[config.mk]
export PLATFORM = sky130hd
export DESIGN_NAME = ysyx_25020037_icache_sa
export DESIGN_NICKNAME = d
export VERILOG_FILES = /design/src/rtl/ysyx_25020037_icache_sa.sv
export SDC_FILE = /design/constraint.sdc
export NUM_CORES = 2
export LEC_CHECK = 0
export BUFFER_PORTS_ARGS = -buffer_cell sky130_fd_sc_hd__buf_2
export CORE_UTILIZATION = 45
export DETAILED_ROUTE_END_ITERATION = 7
export GPL_TIMING_DRIVEN = 1
export HOLD_SLACK_MARGIN = 0.05
export PLACE_DENSITY = 0.6
export SLEW_MARGIN = 20
export SYNTH_ARGS = -nofsm -noshare
export SYNTH_HDL_FRONTEND = slang
export SYNTH_SLANG_ARGS = --single-unit
[constraint.sdc]
create_clock -name clk -period 28.3 [get_ports clk]
set_input_delay 4.245 -clock clk [delete_from_list [all_inputs] [get_ports clk]]
set_output_delay 4.245 -clock clk [all_outputs]
set_load 0.02 [all_outputs]
[src/rtl/ysyx_25020037_icache_sa.sv]
// ysyx_25020037_icache_sa: set-associative instruction cache with round-robin replacement and fence.i flush.
// Define YSYX_25020037_ICACHE_PERF_EN to build the hit/miss performance counters.
module ysyx_25020037_icache_sa #(
  parameter int ADDR_WIDTH = 32,
  parameter int DATA_WIDTH = 32,
  parameter int WAYS       = 2,
  parameter int SETS       = 8,
  parameter int BLOCK_SIZE = 16
) (
  input  logic                    clk,
  input  logic                    rst,
  input  logic                    fence_i,
  input  logic                    cpu_req,
  input  logic [ADDR_WIDTH-1:0]   cpu_addr,
  output logic [DATA_WIDTH-1:0]   cpu_data,
  output logic                    cpu_hit,
  output logic                    cpu_ready,
  output logic                    mem_req,
  output logic [ADDR_WIDTH-1:0]   mem_addr,
  input  logic [BLOCK_SIZE*8-1:0] mem_data,
  input  logic                    mem_ready,
  output logic [31:0]             perf_hit_cnt,
  output logic [31:0]             perf_miss_cnt
);
  localparam int OFF = $clog2(BLOCK_SIZE);
  localparam int IW  = $clog2(SETS);
  localparam int TW  = ADDR_WIDTH - OFF - IW;
  localparam int WW  = WAYS > 1 ? $clog2(WAYS) : 1;
  localparam int LW  = BLOCK_SIZE * 8;

  typedef enum logic [1:0] {IDLE, COMPARE, REFILL, FENCE} state_t;

  state_t                  state_q, state_d;
  logic [ADDR_WIDTH-1:0]   addr_q, addr_d;
  logic                    pend_q, pend_d;
  logic [WAYS-1:0]         valid_q [SETS];
  logic [WAYS-1:0]         valid_d [SETS];
  logic [WW-1:0]           rr_q [SETS];
  logic [WW-1:0]           rr_d [SETS];
  logic [TW-1:0]           tag_q [SETS][WAYS];
  logic [LW-1:0]           line_q [SETS][WAYS];
  logic [DATA_WIDTH-1:0]   data_q, data_d;
  logic                    ready_q, ready_d, hit_q, hit_d;
  logic [IW-1:0]           idx;
  logic [TW-1:0]           tag;
  logic                    hit, found_inv, we;
  logic [WW-1:0]           hit_way, vic;

  function automatic logic [DATA_WIDTH-1:0] word_of(input logic [LW-1:0] l, input logic [OFF-1:0] o);
    return DATA_WIDTH'(l >> {o, 3'b000});
  endfunction

  assign idx = addr_q[OFF+:IW];
  assign tag = addr_q[OFF+IW+:TW];

  always_comb begin
    hit       = 1'b0;
    hit_way   = '0;
    found_inv = 1'b0;
    vic       = rr_q[idx];
    for (int w = 0; w < WAYS; w++) begin
      if (valid_q[idx][w] && tag_q[idx][w] == tag) begin
        hit     = 1'b1;
        hit_way = WW'(w);
      end
      if (!valid_q[idx][w] && !found_inv) begin
        found_inv = 1'b1;
        vic       = WW'(w);
      end
    end
  end

  always_comb begin
    state_d = state_q;
    addr_d  = addr_q;
    pend_d  = pend_q | (fence_i && state_q != IDLE);
    valid_d = valid_q;
    rr_d    = rr_q;
    data_d  = '0;
    ready_d = 1'b0;
    hit_d   = 1'b0;
    we      = 1'b0;
    case (state_q)
      IDLE: begin
        if (fence_i || pend_q) state_d = FENCE;
        else if (cpu_req) begin
          state_d = COMPARE;
          addr_d  = cpu_addr;
        end
      end
      COMPARE: begin
        state_d = hit ? IDLE : REFILL;
        ready_d = hit;
        hit_d   = hit;
        data_d  = hit ? word_of(line_q[idx][hit_way], addr_q[OFF-1:0]) : '0;
      end
      REFILL: begin
        if (mem_ready) begin
          state_d           = IDLE;
          we                = 1'b1;
          valid_d[idx][vic] = 1'b1;
          if (!found_inv) rr_d[idx] = rr_q[idx] == WW'(WAYS - 1) ? '0 : rr_q[idx] + 1'b1;
          ready_d           = 1'b1;
          data_d            = word_of(mem_data, addr_q[OFF-1:0]);
        end
      end
      default: begin
        state_d = IDLE;
        pend_d  = fence_i;
        ready_d = 1'b1;
        for (int s = 0; s < SETS; s++) begin
          valid_d[s] = '0;
          rr_d[s]    = '0;
        end
      end
    endcase
  end

  always_ff @(posedge clk) begin
    if (rst) begin
      state_q <= IDLE;
      addr_q  <= '0;
      pend_q  <= 1'b0;
      valid_q <= '{default: '0};
      rr_q    <= '{default: '0};
      data_q  <= '0;
      ready_q <= 1'b0;
      hit_q   <= 1'b0;
    end else begin
      state_q <= state_d;
      addr_q  <= addr_d;
      pend_q  <= pend_d;
      valid_q <= valid_d;
      rr_q    <= rr_d;
      data_q  <= data_d;
      ready_q <= ready_d;
      hit_q   <= hit_d;
    end
  end

  // Tag/data storage is left unreset; validity alone decides residency.
  always_ff @(posedge clk) begin
    if (we && !rst) begin
      tag_q[idx][vic]  <= tag;
      line_q[idx][vic] <= mem_data;
    end
  end

  assign cpu_data  = data_q;
  assign cpu_hit   = hit_q;
  assign cpu_ready = ready_q;
  assign mem_req   = state_q == REFILL;
  assign mem_addr  = {addr_q[ADDR_WIDTH-1:OFF], {OFF{1'b0}}};

`ifdef YSYX_25020037_ICACHE_PERF_EN
  logic [31:0] hit_cnt_q, hit_cnt_d, miss_cnt_q, miss_cnt_d;

  always_comb begin
    hit_cnt_d  = hit_cnt_q + 32'(state_q == COMPARE && hit);
    miss_cnt_d = miss_cnt_q + 32'(state_q == COMPARE && !hit);
  end

  always_ff @(posedge clk) begin
    if (rst) begin
      hit_cnt_q  <= '0;
      miss_cnt_q <= '0;
    end else begin
      hit_cnt_q  <= hit_cnt_d;
      miss_cnt_q <= miss_cnt_d;
    end
  end

  assign perf_hit_cnt  = hit_cnt_q;
  assign perf_miss_cnt = miss_cnt_q;
`else
  assign perf_hit_cnt  = '0;
  assign perf_miss_cnt = '0;
`endif
endmodule

==> run summary <==
================================================================================
Leading register cell type out of synthesis ....................... sky130_fd_sc_hd__edfxtp_1
Total power density per cell area ................................. 74.3 nW/um^2
Synth warn ........................................................            0
DRC violations left ...............................................            0
Unrepaired setup endpoints after global routing ...................           no
Share of layout cells above drive strength 1 ......................        27.7%
Maximum Capacitance Violations ....................................            0
Clock tree sinks ..................................................         2544
Vias ..............................................................        56.4k
Number of flops mapped to enable cells by yosys ...................         2448
Number of top-level pins ..........................................          296
First-pass GRT wire length ........................................    427000 um
Sequential cell area in the final layout ..........................   75500 um^2
Transition at the pin with the smallest max-transition slack ......      1280 ps
Postcts setup bufs ................................................            0
Clock tree from TritonCTS .........................................        built
Via count of the first global-routing pass ........................        55.6k
Synth Instances ...................................................         5387
Sequential fraction of the synthesis area .........................        71.6%
Element type at the critical path end .............................     register
Multi-input logic area ............................................   27900 um^2
Async set or reset register ratio after synthesis .................           0%
Post-cts gate resize count ........................................            0
Post-route antenna net violation count ............................            0
Startpoint class of the critical path .............................     register
Count of port buffers added during placement ......................          227
Required time reported for the critical path endpoint .............     29040 ps
Minimum clock period after layout .................................      8770 ps
Number of failing hold endpoints at the final stage ...............            0
Final setup violation count .......................................            0
Top layer in use ..................................................         met5
Routed length on met2 .............................................    142000 um
Num rows ..........................................................          177
Worst setup skew after layout .....................................      65.4 ps
Run status ........................................................ finished, final reports clean
Buffer levels on the longest clock path ...........................            4
Number of hold buffers added after CTS ............................            0
Last weighted congestion value of the routability-driven placer ...        0.912
Met3 routed wirelength ............................................     24700 um
Worst Path Arrival ................................................      9520 ps
Worst-skew pair later-pin latency .................................       970 ps
Share of the core filled with cells ...............................        50.9%
TritonCTS buffer count ............................................          285
Total Negative Setup Slacks .......................................         0 ps
Standby leakage power .............................................      37.4 nW
Fin cells .........................................................         8945
Number of antenna violations at the first check in global routing .           32
Layout net count ..................................................         5860
Category of the critical setup timing path ........................ register to register
Number of filler instances in the final layout ....................        18.6k
Number of vias per cell after detailed routing ....................         6.31
Area of the mapped netlist ........................................  105000 um^2
Total die area ....................................................  236000 um^2
Core area .........................................................  233000 um^2
Relative area change from synthesis to final layout ...............        12.3%
Tightest slew margin relative to the limit ........................        14.3%
Period utilization ................................................        31.0%
Effective utilization at floorplan ................................        45.3%
Worst VDD drop ....................................................      47.4 uV
Global router's overall resource usage ............................        25.6%
Final WL ..........................................................    303000 um
Initial DRC Count .................................................         6935
Cells taking the most area after synthesis ........................ sky130_fd_sc_hd__edfxtp_1 70%, sky130_fd_sc_hd__mux4_2 16%, sky130_fd_sc_hd__mux2i_1 2.2%, sky130_fd_sc_hd__dfxtp_1 1.8%, sky130_fd_sc_hd__nand2_1 1.2%
Vertical die dimension ............................................       486 um
Critical path peak fanout .........................................           91
Post-synth top area share .........................................        69.8%
Post-detailed-placement half-perimeter wirelength .................    186000 um
Cell taking the most area after synthesis ......................... sky130_fd_sc_hd__edfxtp_1
Average wire per cell in the routed design ........................      33.8 um
Clock H-tree levels ...............................................            5
Placed insts ......................................................         8447
Root cell of the clock tree ....................................... sky130_fd_sc_hd__clkbuf_16
Peak clock frequency supported by timing ..........................      114 MHz
GR Overflow Total .................................................            0
Number of library cell types mapped by synthesis ..................           86
Synthesized area divided by synthesized cell count ................    19.5 um^2
Maximum number of pins on one net before global-route repair ......          129
Reg2Reg Setup Slack ...............................................     19530 ps
DRT met1 WL .......................................................    123000 um
Detailed-routing iteration count for the pre-antenna-repair pass ..            6
Die Wd ............................................................       486 um
FF+latch count, synth .............................................         2544
Hold/Removal Path Class ........................................... register to register
Clock transition at path regs .....................................        60 ps
Max-slew violation count ..........................................            0
================================================================================
[cells in the mapped netlist (49+ instances only)]
| library cell | n |
|---|---|
| sky130_fd_sc_hd__dfxtp_1 | 96 |
| sky130_fd_sc_hd__nand2_1 | 336 |
| sky130_fd_sc_hd__buf_4 | 117 |
| sky130_fd_sc_hd__a31oi_1 | 59 |
| sky130_fd_sc_hd__a211oi_1 | 58 |
| sky130_fd_sc_hd__nor2_1 | 141 |
| sky130_fd_sc_hd__mux4_2 | 726 |
| sky130_fd_sc_hd__clkbuf_1 | 187 |
| sky130_fd_sc_hd__mux2i_1 | 235 |
| sky130_fd_sc_hd__buf_2 | 81 |
| sky130_fd_sc_hd__o21ai_0 | 52 |
| sky130_fd_sc_hd__mux2_2 | 78 |
| sky130_fd_sc_hd__a21oi_1 | 117 |
| sky130_fd_sc_hd__edfxtp_1 | 2448 |
| sky130_fd_sc_hd__o211ai_1 | 49 |
[final cells by class]
cell class                      instances  share of cell area, %
Antenna cell                           14                 0.0296
Multi-Input combinational cell       2439                   23.6
Sequential cell                      2544                   63.8
Inverter                               29                  0.103
Clock inverter                        135                  0.848
Tap cell                             3043                   3.22
Timing Repair Buffer                  392                   2.05
Clock buffer                          349                   6.36
[cells in the final DEF, fill, tap and decap left out, types with 13 or more instances in the layout]
master,Yosys,layout
sky130_fd_sc_hd__diode_2,0,14
sky130_fd_sc_hd__nand3_1,24,22
sky130_fd_sc_hd__nor2_1,141,124
sky130_fd_sc_hd__buf_4,117,160
sky130_fd_sc_hd__clkbuf_16,0,290
sky130_fd_sc_hd__dfxtp_1,96,89
sky130_fd_sc_hd__a31oi_1,59,59
sky130_fd_sc_hd__a221oi_1,20,20
sky130_fd_sc_hd__clkbuf_1,187,55
sky130_fd_sc_hd__o221ai_1,15,15
sky130_fd_sc_hd__xor2_1,14,14
sky130_fd_sc_hd__a21oi_1,117,117
sky130_fd_sc_hd__conb_1,1,68
sky130_fd_sc_hd__buf_2,81,227
sky130_fd_sc_hd__nor3_1,17,17
sky130_fd_sc_hd__o211ai_1,49,49
sky130_fd_sc_hd__a211o_1,17,17
sky130_fd_sc_hd__nand4_1,28,28
sky130_fd_sc_hd__xnor2_1,31,31
sky130_fd_sc_hd__and3_1,16,15
sky130_fd_sc_hd__o21ai_0,52,52
sky130_fd_sc_hd__nor4_1,15,15
sky130_fd_sc_hd__edfxtp_1,2448,2448
sky130_fd_sc_hd__clkinv_2,0,55
sky130_fd_sc_hd__nor2_4,0,16
sky130_fd_sc_hd__mux4_2,726,726
sky130_fd_sc_hd__nand2_1,336,335
sky130_fd_sc_hd__inv_1,27,24
sky130_fd_sc_hd__mux2i_1,235,235
sky130_fd_sc_hd__a2111oi_0,30,24
sky130_fd_sc_hd__bufinv_16,0,13
sky130_fd_sc_hd__a211oi_1,58,58
sky130_fd_sc_hd__clkinv_1,2,52
sky130_fd_sc_hd__mux2_2,78,78
sky130_fd_sc_hd__mux2_1,25,25
sky130_fd_sc_hd__a22oi_1,21,21
sky130_fd_sc_hd__and2_1,39,39
[where the power goes]
part / leakage, nW / switching (mW) / internal, mW
registers: 22.9 / 0.0358 / 4.18
logic: 10.3 / 0.710 / 0.414
clock network: 4.20 / 1.45 / 2.00
total: 37.4 / 2.19 / 6.59
[worst paths after layout]
check,startpoint,end,cells after the start
min reg2reg,valid_q[6],valid_q[6],2
max reg2reg,register,cpu_data[29],16
min,valid_q[6],valid_q[6],2
max,register,cpu_data[29],16
[critical path, stage by stage, from the launching register on]
cell	delay, ps
sky130_fd_sc_hd__dfxtp_4	680
sky130_fd_sc_hd__buf_4	790
sky130_fd_sc_hd__buf_4	760
sky130_fd_sc_hd__buf_4	850
sky130_fd_sc_hd__mux4_2	600
sky130_fd_sc_hd__mux2i_1	170
sky130_fd_sc_hd__xor2_1	230
sky130_fd_sc_hd__o2111ai_1	210
sky130_fd_sc_hd__nor4_4	180
sky130_fd_sc_hd__buf_4	550
sky130_fd_sc_hd__nand3_4	560
sky130_fd_sc_hd__buf_12	510
sky130_fd_sc_hd__mux2_1	440
sky130_fd_sc_hd__mux4_2	500
sky130_fd_sc_hd__mux2i_1	850
sky130_fd_sc_hd__or2_1	200
sky130_fd_sc_hd__a41oi_1	120
[metrics by stage]
stage                     area, um^2  hold slack [ps]  power, mW  setup slack [ps]
final                         118000              463       8.78             19530
after global routing          118000              476       9.04             19320
after global placement        110000              442       5.40             19240
after floorplan               106000              429       5.00             16550
after CTS                     118000              465       8.83             19690
after detailed placement      110000              451       5.41             19210
[cell families (layout without fill, tap and decap cells)]
family | Yosys count | in the layout | share of synthesized area [%]
buffers and inverters | 471 | 905 | 2.27
AND/OR/NAND/NOR | 678 | 678 | 2.91
XOR/XNOR | 45 | 45 | 0.374
multiplexers | 1064 | 1064 | 18.9
flip-flops | 2544 | 2544 | 71.6
adder cells (fa/ha/maj) | 4 | 4 | 0.0475
AO/OA/AOI/OAI | 580 | 580 | 3.89
other | 1 | 82 | 0.00356
[layer usage]
metal  vias up  global-route usage [%]
met5         -                       0
met4        12                    9.93
met3       574                    4.82
met2      2773                    39.7
met1     30200                    35.9
li1      22800                       -
[flip-flops by register name, indices dropped and copies added, names as in the netlist, named ones only]
signal and count:
state_q 2, cpu_hit 1, pend_q 1, cpu_ready 1, line_q 2048, rr_q 8
valid_q 16, addr_q 32, cpu_data 32, tag_q 400
Note: power is estimated with default switching activity, not from simulation.
